--- config.mk ---
export PLATFORM = sky130hd
export DESIGN_NAME = pulse_param_bank
export DESIGN_NICKNAME = d
export VERILOG_FILES = /design/src/rtl/discharge_pkg.sv /design/src/rtl/ack_sync.sv /design/src/rtl/pulse_param_bank.sv
export SDC_FILE = /design/constraint.sdc
export NUM_CORES = 1
export LEC_CHECK = 0
export ABC_AREA = 1
export BUFFER_PORTS_ARGS = -buffer_cell sky130_fd_sc_hd__buf_4
export CAP_MARGIN = 20
export CORE_MARGIN = 2
export CORE_UTILIZATION = 50
export DETAILED_ROUTE_END_ITERATION = 6
export PLACE_DENSITY = 0.85
export SLEW_MARGIN = 10
export SYNTH_ARGS = -nofsm -noshare
export SYNTH_HDL_FRONTEND = slang
export SYNTH_SLANG_ARGS = --single-unit
--- constraint.sdc ---
create_clock -name clk -period 1.48 [get_ports clk]
set_input_delay 0.296 -clock clk [delete_from_list [all_inputs] [get_ports clk]]
set_output_delay 0.296 -clock clk [all_outputs]
set_load 0.01 [all_outputs]
--- src/rtl/discharge_pkg.sv ---
// Shared definitions for the discharge pulse parameter bank: FSM states, slot indices and
// the default parameter width.
package discharge_pkg;

    typedef enum logic [1:0] {
        StIdle     = 2'd0,
        StRun      = 2'd1,
        StStopPend = 2'd2
    } state_e;

    localparam int unsigned IDX_TON  = 0;
    localparam int unsigned IDX_TOFF = 1;
    localparam int unsigned IDX_IP   = 2;
    localparam int unsigned IDX_WAVE = 3;

    localparam int unsigned DEFAULT_DATA_W = 16;

endpackage

--- src/rtl/ack_sync.sv ---
// Multi-flop synchronizer for one asynchronous level-held ack, followed by a rising-edge
// detector. SYNC_STAGES must be at least 2.
module ack_sync #(
    parameter int unsigned SYNC_STAGES = 2
) (
    input  logic clk,
    input  logic rst_n,
    input  logic ack_i,
    output logic rise_o
);

    logic [SYNC_STAGES-1:0] sync_q;
    logic [SYNC_STAGES-1:0] valid_q;
    logic                   prev_q;

    // prev_q starts high and only tracks genuine post-reset samples, so an ack held high
    // through reset release never looks like a rising edge.
    always_ff @(posedge clk or negedge rst_n) begin
        if (!rst_n) begin
            sync_q  <= '0;
            valid_q <= '0;
            prev_q  <= 1'b1;
        end else begin
            sync_q  <= {sync_q[SYNC_STAGES-2:0], ack_i};
            valid_q <= {valid_q[SYNC_STAGES-2:0], 1'b1};
            if (valid_q[SYNC_STAGES-1]) begin
                prev_q <= sync_q[SYNC_STAGES-1];
            end
        end
    end

    assign rise_o = sync_q[SYNC_STAGES-1] & ~prev_q;

endmodule

--- src/rtl/pulse_param_bank.sv ---
// Double-buffered discharge parameter bank with machine start/stop FSM. Define
// PULSE_PARAM_CLAMP_EN to clamp captured values against param_max and flag clamp_err.
module pulse_param_bank
    import discharge_pkg::*;
#(
    parameter int unsigned                 NUM_PARAM    = 4,
    parameter int unsigned                 DATA_W       = DEFAULT_DATA_W,
    parameter int unsigned                 SYNC_STAGES  = 2,
    parameter int unsigned                 STOP_TIMEOUT = 16'd10000,
    parameter logic [NUM_PARAM*DATA_W-1:0] PARAM_RESET  = '0
) (
    input  logic                          clk,
    input  logic                          rst_n,
    input  logic                          machine_start_ack,
    input  logic                          machine_stop_ack,
    input  logic [NUM_PARAM-1:0]          change_ack,
    input  logic [NUM_PARAM*DATA_W-1:0]   param_data_async,
    input  logic [NUM_PARAM*DATA_W-1:0]   param_max,
    input  logic                          cycle_done,
    output logic                          is_machine,
    output logic [NUM_PARAM*DATA_W-1:0]   param_data,
    output logic [NUM_PARAM-1:0]          param_pending,
    output logic                          param_updated,
    output logic                          clamp_err
);

    localparam int unsigned CNT_W = (STOP_TIMEOUT > 2) ? $clog2(STOP_TIMEOUT) : 1;

    logic                 start_rise;
    logic                 stop_rise;
    logic [NUM_PARAM-1:0] change_rise;

    ack_sync #(.SYNC_STAGES(SYNC_STAGES)) u_start_sync (
        .clk    (clk),
        .rst_n  (rst_n),
        .ack_i  (machine_start_ack),
        .rise_o (start_rise)
    );

    ack_sync #(.SYNC_STAGES(SYNC_STAGES)) u_stop_sync (
        .clk    (clk),
        .rst_n  (rst_n),
        .ack_i  (machine_stop_ack),
        .rise_o (stop_rise)
    );

    for (genvar g = 0; g < NUM_PARAM; g++) begin : g_change_sync
        ack_sync #(.SYNC_STAGES(SYNC_STAGES)) u_change_sync (
            .clk    (clk),
            .rst_n  (rst_n),
            .ack_i  (change_ack[g]),
            .rise_o (change_rise[g])
        );
    end

    // Value presented to the shadow registers on a capture.
    logic [NUM_PARAM*DATA_W-1:0] capt_val;

`ifdef PULSE_PARAM_CLAMP_EN
    logic [NUM_PARAM-1:0] over_max;
    logic                 clamp_err_q;
    logic                 clamp_err_d;

    always_comb begin
        capt_val = param_data_async;
        over_max = '0;
        for (int i = 0; i < NUM_PARAM; i++) begin
            if (param_data_async[i*DATA_W +: DATA_W] > param_max[i*DATA_W +: DATA_W]) begin
                over_max[i]                  = 1'b1;
                capt_val[i*DATA_W +: DATA_W] = param_max[i*DATA_W +: DATA_W];
            end
        end
        clamp_err_d = clamp_err_q | (|(over_max & change_rise));
    end

    always_ff @(posedge clk or negedge rst_n) begin
        if (!rst_n) begin
            clamp_err_q <= 1'b0;
        end else begin
            clamp_err_q <= clamp_err_d;
        end
    end

    assign clamp_err = clamp_err_q;
`else
    logic unused_param_max;

    assign unused_param_max = ^param_max;
    assign capt_val         = param_data_async;
    assign clamp_err        = 1'b0;
`endif

    state_e                      state_q, state_d;
    logic [CNT_W-1:0]            cnt_q, cnt_d;
    logic                        timeout;
    logic                        is_machine_q;
    logic [NUM_PARAM*DATA_W-1:0] shadow_q, shadow_d;
    logic [NUM_PARAM*DATA_W-1:0] data_q, data_d;
    logic [NUM_PARAM-1:0]        pending_q, pending_d;
    logic [NUM_PARAM-1:0]        commit;
    logic                        commit_en;
    logic                        updated_q, updated_d;

    assign timeout = (cnt_q == CNT_W'(STOP_TIMEOUT - 1));

    // Stop wins over a coincident start; start is ignored outside IDLE.
    always_comb begin
        state_d = state_q;
        case (state_q)
            StIdle:     if (start_rise && !stop_rise) state_d = StRun;
            StRun:      if (stop_rise) state_d = StStopPend;
            StStopPend: if (cycle_done || timeout) state_d = StIdle;
            default:    state_d = StIdle;
        endcase
        cnt_d = (state_q == StStopPend) ? cnt_q + CNT_W'(1) : '0;
    end

    // Commit reads shadow_q, so a same-edge capture stays pending for the next commit.
    always_comb begin
        commit_en = (state_q == StIdle) || cycle_done;
        commit    = pending_q & {NUM_PARAM{commit_en}};
        shadow_d  = shadow_q;
        data_d    = data_q;
        pending_d = pending_q;
        for (int i = 0; i < NUM_PARAM; i++) begin
            if (commit[i]) begin
                data_d[i*DATA_W +: DATA_W] = shadow_q[i*DATA_W +: DATA_W];
            end
            if (change_rise[i]) begin
                shadow_d[i*DATA_W +: DATA_W] = capt_val[i*DATA_W +: DATA_W];
            end
            pending_d[i] = change_rise[i] | (pending_q[i] & ~commit[i]);
        end
        updated_d = |commit;
    end

    always_ff @(posedge clk or negedge rst_n) begin
        if (!rst_n) begin
            state_q      <= StIdle;
            cnt_q        <= '0;
            is_machine_q <= 1'b0;
            shadow_q     <= PARAM_RESET;
            data_q       <= PARAM_RESET;
            pending_q    <= '0;
            updated_q    <= 1'b0;
        end else begin
            state_q      <= state_d;
            cnt_q        <= cnt_d;
            is_machine_q <= (state_d != StIdle);
            shadow_q     <= shadow_d;
            data_q       <= data_d;
            pending_q    <= pending_d;
            updated_q    <= updated_d;
        end
    end

    assign is_machine    = is_machine_q;
    assign param_data    = data_q;
    assign param_pending = pending_q;
    assign param_updated = updated_q;

endmodule

==> Yosys cells after proc, flatten, opt, wreduce, memory -nomap -nowiden <==
Index checks and enable logic that the tools add are counted.
{ "totals": {"reg_bits": 180, "input_bits": 137, "output_inout_bits": 71, "wordCells": 72} }
{ "classes": {"addsub": 1, "n_eq_ne": 3, "n_mux": 5, "bitwise": 25, "reduce_logical": 7} }
{ "op_table": {"columns": ["op", "n"], "rows": [
  ["$add A14 B1 Y14 const B", 1],
  ["$eq A14 B14 Y1 const B", 1],
  ["$mux W14", 1],
  ["$and A1 B1 Y1", 10],
  ["$not A1 Y1", 10],
  ["$mux W2", 3],
  ["$pmux W2 S3", 1],
  ["$and A4 B4 Y4", 1],
  ["$or A1 B1 Y1", 4],
  ["$reduce_or A4 Y1", 1],
  ["$eq A2 B1 Y1 const B", 1],
  ["$eq A2 B2 Y1 const B", 1],
  ["$logic_not A2 Y1", 1],
  ["$logic_or A1 B1 Y1", 2],
  ["$reduce_bool A2 Y1", 1],
  ["$logic_and A1 B1 Y1", 1],
  ["$logic_not A1 Y1", 1]
]} }

==> Longest topological paths before layout <==
Gate-level depths: netlist (run 1).
{ "logic_depth": {"ltp_word": 7, "ltp_mapped": 8, "ltp_nobuf": 8} }

==> By module <==
From an unflattened synthesis (run 1), not the netlist that was laid out.
{ "hier_totals": {"cells_unflattened": 686, "area_unflattened_um2": 7049.3} }
{ "modules_own_cells": {"columns": ["mod", "instances", "cells_per_inst", "area_per_inst_um2"], "rows": [
  ["pulse_param_bank", 1, 614, 6118.4],
  ["ack_sync", 6, 12, 155.1]
]} }

==> Worst setup path after synthesis (run 1) <==
Ideal clock, no wire load.
{ "synth_timing": {"kind": "register to register", "start": "register g_change_sync[0].u_change_sync.prev_q", "end": "register shadow_q[10]", "arrival_time_ns": 1.230, "t_required_ns": 1.355, "path_slack_ns": 0.125, "stages_incl_launch_ff": 5, "path_buffers": 1, "cell_sequence": "dfstp_2 inv_1 nand2_2 buf_2 mux2_2"} }
{ "synth_via": {"elab_chain_cells": 2} }
{ "synth_lines": {"columns": ["item", "line_no", "source"], "rows": [
  ["from (decl)", "ack_sync.sv:14", "logic prev_q;"],
  ["from (signal assigned)", "ack_sync.sv:27", "prev_q <= sync_q[SYNC_STAGES-1];"],
  ["$not A1 Y1", "ack_sync.sv:32", "assign rise_o = sync_q[SYNC_STAGES-1] & ~prev_q;"],
  ["$and A1 B1 Y1", "ack_sync.sv:32", null],
  ["to (signal assigned)", "pulse_param_bank.sv:150", "shadow_q <= shadow_d;"],
  ["to (decl)", "pulse_param_bank.sv:97", "logic [NUM_PARAM*DATA_W-1:0] shadow_q, shadow_d;"]
]} }
Every way passes these cells.
A chain may end at the register's enable or synchronous reset.

==> Final worst setup path (run 1) <==
{ "layout_timing": {"start": "register pending_q[0], in the netlist param_pending[0]", "end": "output param_pending[0]"} }
{ "layout_lines": {"columns": ["item", "line_no", "source"], "rows": [
  ["from (decl)", "pulse_param_bank.sv:99", "logic [NUM_PARAM-1:0] pending_q, pending_d;"],
  ["from (signal assigned)", "pulse_param_bank.sv:152", "pending_q <= pending_d;"],
  ["to (decl)", "pulse_param_bank.sv:22", "output logic [NUM_PARAM-1:0] param_pending,"]
]} }
No word-level cell between the ends.

==> impl_metrics.tcl, run 1 <==
set metrics [dict create \
    seq_area_frac_synth 0.659 \
    worstHoldEndpoint "shadow_q[18]$_DFFE_PN0P_" \
    drt_iter0_markers 275 \
    reg2reg_slack_ns 0.11 \
    first_pass_iters 5 \
    port_buffers 142 \
    peakVddDrop_v 0.000922 \
    finClkSkew_ns 0.00861 \
    slew_headroom 0.648 \
    worstPathArrival_ns 1.13 \
    rsz0062_at_grt "false" \
    ys.warnings.count 0 \
    num_io_pins 208 \
    die_w_um 118 \
    post_dp_cell_area_um2 7890 \
    area_delta_synth_final_pct 32.8 \
    r2r_cells 5 \
    stdcell_count 981 \
    slowest_delay_ns 0.52 \
    cts_buffers 17 \
    wl_um 13900 \
    clkSinkCount 170 \
    regToRegEndpoint "param_data[18]$_DFFE_PN0P_" \
    swShare 0.286 \
    syn-mean-instance-area_um2 10.2 \
    track_usage 0.212 \
    finalHoldViolCount 0 \
    tritoncts "yes" \
    grt_pass1_vias 4838 \
    synthXorXnorAreaFrac 0 \
    synth-compound-area-share 0.0768 \
    fp-row-count 41 \
    num_antenna_cells 0 \
    fmax_ghz 0.702 \
    synthSimpleGateAreaFrac 0.154 \
    viasPerCell 4.92 \
    power.internal_mw 9.79 \
    seqCellArea_um2 4260 \
    postRouteAntennaNets 0 \
    cp-end-kind "output pin" \
    cts_root_buf "clkbuf_16" \
    slowest_stage "dfrtp_1" \
    holdCritStartpoint "param_data_async[18]" \
    drive_gt1_frac 0.295 \
    final_cell_area_um2 8580 \
    critPathTopFamily "flip-flops" \
    antenna_found_initial 0 \
    period_needed_ns 1.42 \
    p_leak_nw 4.31 \
    grt_max_degree 53 \
    p_comb_frac 0.228 \
    min_path_type "input pin to flip-flop" \
    min_delay_path_depth 2 \
    hpwl_um 9490 \
    worstSetupPathType "flip-flop to output pin" \
    setup_viol 0 \
    clk_path_buf_depth 2 \
    grt_pass1_wl_um 23400 \
    rr_startpoint "state_q[0]$_DFF_PN0_" \
    yosys_register_bits 170 \
    crit_chain "buf_4" \
    wl_per_cell_um 14.1 \
    slew_viol_final 0 \
    synthAdderAreaFrac 0.00193 \
    cp-start-kind "flip-flop" \
    power.switching_mw 3.93 \
    netlist_area_um2 6470 \
    tightest_slew_ns 0.528 \
    dp_slack_ns -0.127 \
    drv_cap 0 \
    nets 934 \
    multiInputGateArea_um2 1850 \
    start_util 0.512 \
    ys_types 24 \
    outcome "completed" \
    clk_latency_ns 0.42 \
    timing.final.ws_setup_ns 0.0554 \
    place_inst 940 \
    timing.final.crit_share 0.963 \
    synth_cells 632 \
    vias 4830 \
    critPathBufInv 1 \
    grt_overflow 0 \
    clk_pin_slew_ns 0.06 \
    synth_top_family_by_area "simple AND/OR/NAND/NOR gates" \
    cp_max_fo 9 \
    synthMuxAreaShare 0.0488 \
    die_y_um 118 \
    critPathRequiredTime_ns 1.18 \
    power_density_nw_per_um2 1600 \
    htreeDepth 4 \
    die_area_um2 13900 \
    drc 0 \
    num-fill-cells 1005 \
    total_power_mw 13.7 \
    clockPowerShare 0.320 \
    syn_nets 770 \
    core-area_um2 12600 \
    p_seq_frac 0.452 \
    place.gp.congestion 0.815 \
]
-- area by class of cell --
class	count	area share
Tap cell	172	0.0251
Clock buffer	20	0.0532
Inverter	65	0.0284
Timing Repair Buffer	171	0.165
Multi-Input combinational cell	371	0.215
Clock inverter	12	0.0163
Sequential cell	170	0.496
-- per-layer routing --
metal / share of wire / global-route usage
met2: 0.51 / 0.354
met1: 0.42 / 0.262
met4: 0.017 / 0.0896
met5: 0 / 0
met3: 0.053 / 0.0557
-- cell families (layout without fill, tap and decap cells) --
family | count (synthesis) | in the layout
AO/OA/AOI/OAI | 96 | 97
buffers and inverters | 92 | 268
adder cells (fa/ha/maj) | 1 | 1
other | 2 | 2
multiplexers | 28 | 28
flip-flops | 170 | 170
AND/OR/NAND/NOR | 243 | 243
-- registers in the layout, indices dropped and copies added, names as in the netlist --
signal,flops
param_data,64
shadow_q,64
cnt_q,14
g_change_sync.u_change_sync.sync_q,8
g_change_sync.u_change_sync.prev_q,4
param_pending,4
g_change_sync.u_change_sync.valid_q,2
state_q,2
u_start_sync.sync_q,2
u_stop_sync.sync_q,2
is_machine,1
param_updated,1
u_start_sync.prev_q,1
u_stop_sync.prev_q,1
-- power groups by stage --
stage               sequential, mW  clock [mW]  combinational [mW]
floorplan                     6.46           0                1.13
global route                  6.30        4.70                3.45
detailed placement            6.25           0                3.13
global placement              6.22           0                3.01
finish                        6.19        4.40                3.13
CTS                           6.20        4.48                3.19
-- per-stage QoR --
stage | util | TNS [ns] | hold slack [ns]
final | 0.680 | 0 | 0.105
after global routing | 0.680 | 0 | 0.0914
after CTS | 0.680 | 0 | 0.0854
after detailed placement | 0.625 | -3.30 | 0.171
after global placement | 0.625 | -2.02 | 0.171
after floorplan | - | 0 | 0.000409
-- cell usage in the layout (no fill, tap or decap), drive strengths merged --
master and instances:
a21oi 42, buf 164, bufinv 2, clkbuf 20
clkinv 5, clkinvlp 3, conb 2, dfrtp 164
dfstp 6, dlygate4sd3 7, ha 1, inv 67
mux2 28, nand2 139, nand3 35, nand3b 1
nand4 3, nor2 62, nor3 3, o21ai 52
o21bai 3
-- worst max path at each step --
| stage | start | end | slack [ns] | depth (start not counted) |
|---|---|---|---|---|
| final | param_pending[0]$_DFF_PN0_ | param_pending[0] | 0.06 | 1 |
| after global routing | param_pending[1]$_DFF_PN0_ | param_pending[1] | 0.005 | 1 |
| after CTS | param_pending[0]$_DFF_PN0_ | param_pending[0] | 0.03 | 1 |
| after detailed placement | state_q[1]$_DFF_PN0_ | param_data[15]$_DFFE_PN0P_ | -0.13 | 3 |
| after global placement | state_q[1]$_DFF_PN0_ | param_data[16]$_DFFE_PN0P_ | -0.08 | 5 |
| after floorplan | g_change_sync[0].u_change_sync.prev_q$_DFFE_PN1P_ | shadow_q[10]$_DFFE_PN0P_ | 0.12 | 4 |
-- Yosys cell counts, drive strengths merged --
library cell  number  area share
inv               65       0.038
conb               2      0.0012
nor2              62       0.037
o21ai             52       0.040
o21bai             2      0.0041
clkbuf             6      0.0035
nand3b             1      0.0012
a21oi             42       0.033
mux2              28       0.049
nand3             35       0.027
dfrtp            164        0.63
buf               21       0.017
nor3               3      0.0041
nand4              3      0.0029
dfstp              6       0.024
nand2            139       0.082
ha                 1      0.0019
-- timing repair --
item,in CTS,in global routing
hold buffers,7,0
pin swaps,1,0
setup buffers,1,0
endpoints found under the setup margin,50,2
endpoints found under the hold margin,25,0
gates resized for setup,0,2
gates cloned,1,0
Note: power is estimated with default switching activity, not from simulation.
==> run 2: changes to the inputs <==
CORE_UTILIZATION = 52   (was 50)
PLACE_DENSITY = 0.86   (was 0.85)
SYNTH_HIERARCHICAL = 1   (was not set)
==> impl_metrics.tcl, run 2 <==
set metrics [dict create \
    outcome "completed" \
    slowest_stage "dfrtp_1" \
    postRouteAntennaNets 0 \
    synth_most_common_cell "nand2_1" \
    clk_latency_ns 0.42 \
    grt_max_degree 42 \
    utilization 0.688 \
    synth_cells 686 \
    ys.flop_type "dfrtp_1" \
    fp-row-count 42 \
    drv_cap 0 \
    die_w_um 120 \
    die_area_um2 14500 \
    wl_um 14000 \
    die_y_um 120 \
    drt_iter0_markers 303 \
    ys_types 25 \
    cp-start-kind "flip-flop" \
    setup_viol 0 \
    syn_nets 824 \
    clkSinkCount 180 \
    grt_pass1_wl_um 23100 \
    final_common_cell "nand2_1" \
    slowest_delay_ns 0.41 \
    drive_gt1_frac 0.324 \
    post_dp_cell_area_um2 8400 \
    first_pass_iters 4 \
    period_needed_ns 1.34 \
    vias 5009 \
    area_delta_synth_final_pct 29.3 \
    worstSetupPathType "flip-flop to flip-flop" \
    synth_commonest_cells "nand2_1 (176), dfrtp_1 (174), inv_1 (98)" \
    cp_max_fo 5 \
    num_io_pins 208 \
    ys_top_cells_by_area "dfrtp_1 (62%), nand2_1 (9.4%), o21ai_2 (8.0%)" \
    nets 987 \
    p_leak_nw 4.50 \
    cts_buffers 17 \
    cts_root_buf "clkbuf_16" \
    core-area_um2 13200 \
    cpMostUsedCell "nand2_1" \
    worstPathArrival_ns 1.64 \
    wl_per_cell_um 13.5 \
    slew_headroom 0.577 \
    port_buffers 142 \
    crit_chain "ha_2 > nand2_2 > nor2_4 > inv_1 > nor2_1 > nand2_1 > nand2_1 > nand3_1" \
    yosys_register_bits 180 \
    grt_pass1_vias 4879 \
    critPathTopFamily "simple AND/OR/NAND/NOR gates" \
    drc 0 \
    grt_overflow 0 \
    antenna_found_initial 0 \
    slew_viol_final 0 \
    finalHoldViolCount 0 \
    rsz0062_at_grt "false" \
    clk_path_buf_depth 2 \
    synth_edf_count 0 \
    critPathBufInv 1 \
    peakVddDrop_v 0.00111 \
    htreeDepth 4 \
    netlist_area_um2 7050 \
    timing.final.crit_share 0.908 \
    cp-end-kind "flip-flop" \
    finClkSkew_ns 0.00868 \
    synth_top_area_frac 0.618 \
    start_util 0.532 \
    seq_area_frac_synth 0.640 \
    place.gp.congestion 0.799 \
    critPathRequiredTime_ns 1.78 \
    ys.warnings.count 6 \
    hpwl_um 9410 \
    yosys.area.top_type "dfrtp_1" \
    clk_pin_slew_ns 0.07 \
    power_density_nw_per_um2 1550 \
    final_cell_area_um2 9120 \
    tightest_slew_ns 0.633 \
    viasPerCell 4.83 \
    track_usage 0.205 \
    min_path_type "input pin to flip-flop" \
    async_flop_share 1.00 \
    tritoncts "yes" \
    layout_common_cells "nand2_1 (175), dfrtp_1 (174), buf_4 (152)" \
    syn-mean-instance-area_um2 10.3 \
    fmax_ghz 0.744 \
]
-- run 2: cell count changes after synthesis, moves of 17 or more --
cell,change
a21oi_1,-37
buf_2,-17
inv_1,+33
mux2_2,-28
nand2_1,+41
nand3_1,-27
nor2_1,-36
o21ai_0,+54
o21ai_1,-36
o21ai_2,+64
-- run 2: path summary, 6_finish.rpt --
| path | startpoint | endpoint | slack (ns) | cells past startpoint |
|---|---|---|---|---|
| setup / recovery | cnt_q[0]$_DFF_PN0_ | is_machine$_DFF_PN0_ | 0.14 | 8 |
| hold / removal | param_data_async[10] | shadow_q[10]$_DFFE_PN0P_ | 0.08 | 3 |
| setup reg to reg | cnt_q[0]$_DFF_PN0_ | is_machine$_DFF_PN0_ | 0.14 | 8 |
| hold reg to reg | g_change_sync[2].u_change_sync/sync_q[0]$_DFF_PN0_ | g_change_sync[2].u_change_sync/sync_q[1]$_DFF_PN0_ | 0.35 | 0 |
| max in group asynchronous | rst_n | g_change_sync[1].u_change_sync/prev_q$_DFFE_PN1P_ | 0.51 | 3 |
| min in group asynchronous | rst_n | cnt_q[4]$_DFF_PN0_ | 0.37 | 2 |
-- run 2: logic make-up after synthesis --
family | Yosys count | share of synthesized area
other | 7 | 0.00373
DFF | 180 | 0.640
buffers and inverters | 124 | 0.0795
and+or+nand+nor | 229 | 0.134
AOI/OAI and AO/OA | 145 | 0.141
adders and majority gates | 1 | 0.00177
-- run 2: worst register-to-register path, delay by kind of cell, from the launching register on --
| family | cells | cell delay [ns] |
|---|---|---|
| buffers and inverters | 1 | 0.07 |
| adder cells (fa/ha/maj) | 1 | 0.23 |
| AND/OR/NAND/NOR | 6 | 0.52 |
| flip-flops | 1 | 0.41 |
-- run 2: final cells by class --
class	instances	area (um2)
Sequential cell	180	4510
Inverter	98	368
Clock buffer	20	447
Multi-Input combinational cell	383	2010
Antenna cell	1	2.50
Timing Repair Buffer	169	1400
Clock inverter	11	153
Fill cell	1003	4130
Tap cell	176	220
-- run 2: what timing repair did --
item                                   CTS  global route
pin swaps                                0             3
endpoints found under the hold margin   37             0
hold buffers                             7             0
gates resized for setup                  4             3
buffers inserted                         0             1
setup endpoints to repair               68             3
gates cloned                             0             1
-- run 2: per-stage QoR --
stage	hold WS [ns]	worst slack [ns]	TNS, ns	power (mW)	instances
4_1_cts	0.0614	0.121	0	14.2	1035
5_1_grt	0.0727	0.00521	0	14.8	1037
6_report	0.0766	0.136	0	14.1	1038
3_3_place_gp	0.245	-0.140	-5.55	9.48	997
3_5_place_dp	0.248	-0.206	-7.80	9.62	997
2_1_floorplan	0.000409	0.268	0	8.00	686
-- run 2: per-layer routing --
layer / share of wire / global-route usage
met1: 0.43 / 0.268
met2: 0.48 / 0.323
met5: 0 / 0
met3: 0.064 / 0.0656
met4: 0.021 / 0.0719
-- run 2: power by group --
group | leakage (nW) | switching (mW) | internal, mW
sequential | 2.23 | 0.470 | 5.85
clock | 0.283 | 1.85 | 2.71
combinational | 1.99 | 1.69 | 1.54
total | 4.50 | 4.00 | 10.1
==> run 3: changes to the inputs <==
PLACE_DENSITY = 0.87   (was 0.86)
==> impl_metrics.tcl, run 3 (synthesis results as in run 2) <==
set metrics [dict create \
    antenna_found_initial 0 \
    viasPerCell 4.75 \
    grt_pass1_wl_um 23200 \
    cp-start-kind "flip-flop" \
    fmax_ghz 0.720 \
    setup_viol 0 \
    htreeDepth 4 \
    die_area_um2 14500 \
    first_pass_iters 4 \
    clk_pin_slew_ns 0.06 \
    power_density_nw_per_um2 1550 \
    rr_startpoint "cnt_q[0]$_DFF_PN0_" \
    holdCritStartpoint "param_data_async[15]" \
    layout_common_cells "nand2_1 (174), dfrtp_1 (174), buf_4 (148)" \
    period_needed_ns 1.39 \
    slew_viol_final 0 \
    grt_pass1_vias 4864 \
    drv_cap 0 \
    track_usage 0.207 \
    cts_root_buf "clkbuf_16" \
    finClkSkew_ns 0.00651 \
    start_util 0.532 \
    die_y_um 120 \
    num_io_pins 208 \
    final.setup.tns_ns 0 \
    grt_overflow 0 \
    peakVddDrop_v 0.00111 \
    nets 984 \
    finalHoldViolCount 0 \
    vias 4910 \
    drt_iter0_markers 295 \
    reg2reg_slack_ns 0.09 \
    cp-end-kind "flip-flop" \
    cts_buffers 17 \
    port_buffers 142 \
    drive_gt1_frac 0.322 \
    r2r_cells 9 \
    slew_headroom 0.596 \
    clk_path_buf_depth 2 \
    postRouteAntennaNets 0 \
    post_dp_cell_area_um2 8400 \
    tightest_slew_ns 0.605 \
    place.gp.congestion 0.785 \
    p_leak_nw 4.53 \
    outcome "completed" \
    min_delay_path_depth 3 \
    critPathRequiredTime_ns 1.83 \
    regToRegEndpoint "cnt_q[10]$_DFF_PN0_" \
    num-fill-cells 984 \
    timing.final.crit_share 0.938 \
    area_delta_synth_final_pct 29.6 \
    final_cell_area_um2 9140 \
    wl_um 14000 \
    worstHoldEndpoint "shadow_q[15]$_DFFE_PN0P_" \
    clk_latency_ns 0.42 \
    drc 0 \
    tritoncts "yes" \
    num_antenna_cells 0 \
    wl_per_cell_um 13.6 \
    worstPathArrival_ns 1.74 \
    die_w_um 120 \
    min_path_type "input pin to flip-flop" \
    clkSinkCount 180 \
    cp_max_fo 4 \
    worstSetupPathType "flip-flop to flip-flop" \
    core-area_um2 13200 \
    hpwl_um 9560 \
    grt_max_degree 37 \
    fp-row-count 42 \
    total_power_mw 14.2 \
]
-- run 3: cell type report --
class                   instances  area (um2)  area share
well taps                     176         220      0.0241
inverters                      98         368      0.0403
flip-flops and latches        180        4510       0.494
clock buffers                  22         454      0.0497
clock inverters                 9         153      0.0167
multi-input cells             382        2020       0.221
repair buffers                167        1410       0.155
-- run 3: worst max-delay path, cell delays in order, from the launching register on --
cell and delay [ns]:
dfrtp_1 0.45, ha_4 0.18, nand2_2 0.06, nor2_4 0.19, nand2_4 0.09, nor2_4 0.13
nand2_1 0.06, nand2_1 0.05, inv_1 0.03, nor2_1 0.07
-- run 3: metal layers --
layer	global-route usage	routed length, um
met3	0.0689	852
met4	0.0690	233
met1	0.250	5780
met5	0	0
met2	0.350	7160
-- run 3: repair_timing --
action	in CTS	in global routing
endpoints found under the hold margin	33	0
pin swaps	0	3
setup buffers	0	2
endpoints found under the setup margin	57	4
gates resized for setup	4	6
hold buffers	7	0
-- run 3: how the worst max path moves through the flow --
| stage | startpoint | to | slack [ns] | depth (start not counted) |
|---|---|---|---|---|
| 3_5_place_dp | g_change_sync[2].u_change_sync/sync_q[1]$_DFF_PN0_ | shadow_q[43]$_DFFE_PN0P_ | -0.15 | 3 |
| 6_report | cnt_q[0]$_DFF_PN0_ | cnt_q[10]$_DFF_PN0_ | 0.09 | 9 |
| 3_3_place_gp | g_change_sync[0].u_change_sync/prev_q$_DFFE_PN1P_ | shadow_q[3]$_DFFE_PN0P_ | -0.09 | 2 |
| 4_1_cts | cnt_q[0]$_DFF_PN0_ | is_machine$_DFF_PN0_ | 0.02 | 8 |
| 2_1_floorplan | cnt_q[0]$_DFF_PN0_ | cnt_q[10]$_DFF_PN0_ | 0.27 | 9 |
| 5_1_grt | cnt_q[0]$_DFF_PN0_ | cnt_q[10]$_DFF_PN0_ | -0.02 | 9 |
-- run 3: metrics by stage --
stage	utilization	cells	worst slack (ns)	hold WS, ns
final	0.690	1034	0.0920	0.0770
after global placement	0.635	994	-0.0923	0.222
after detailed placement	0.635	994	-0.150	0.224
after CTS	0.687	1032	0.0225	0.0617
after floorplan	-	686	0.268	0.000409
after global routing	0.690	1034	-0.0229	0.0690
-- run 3: power by group --
part           internal (mW)  switching (mW)
clock network           2.86            1.78
logic                   1.55            1.67
registers               5.85           0.491
total                   10.3            3.95
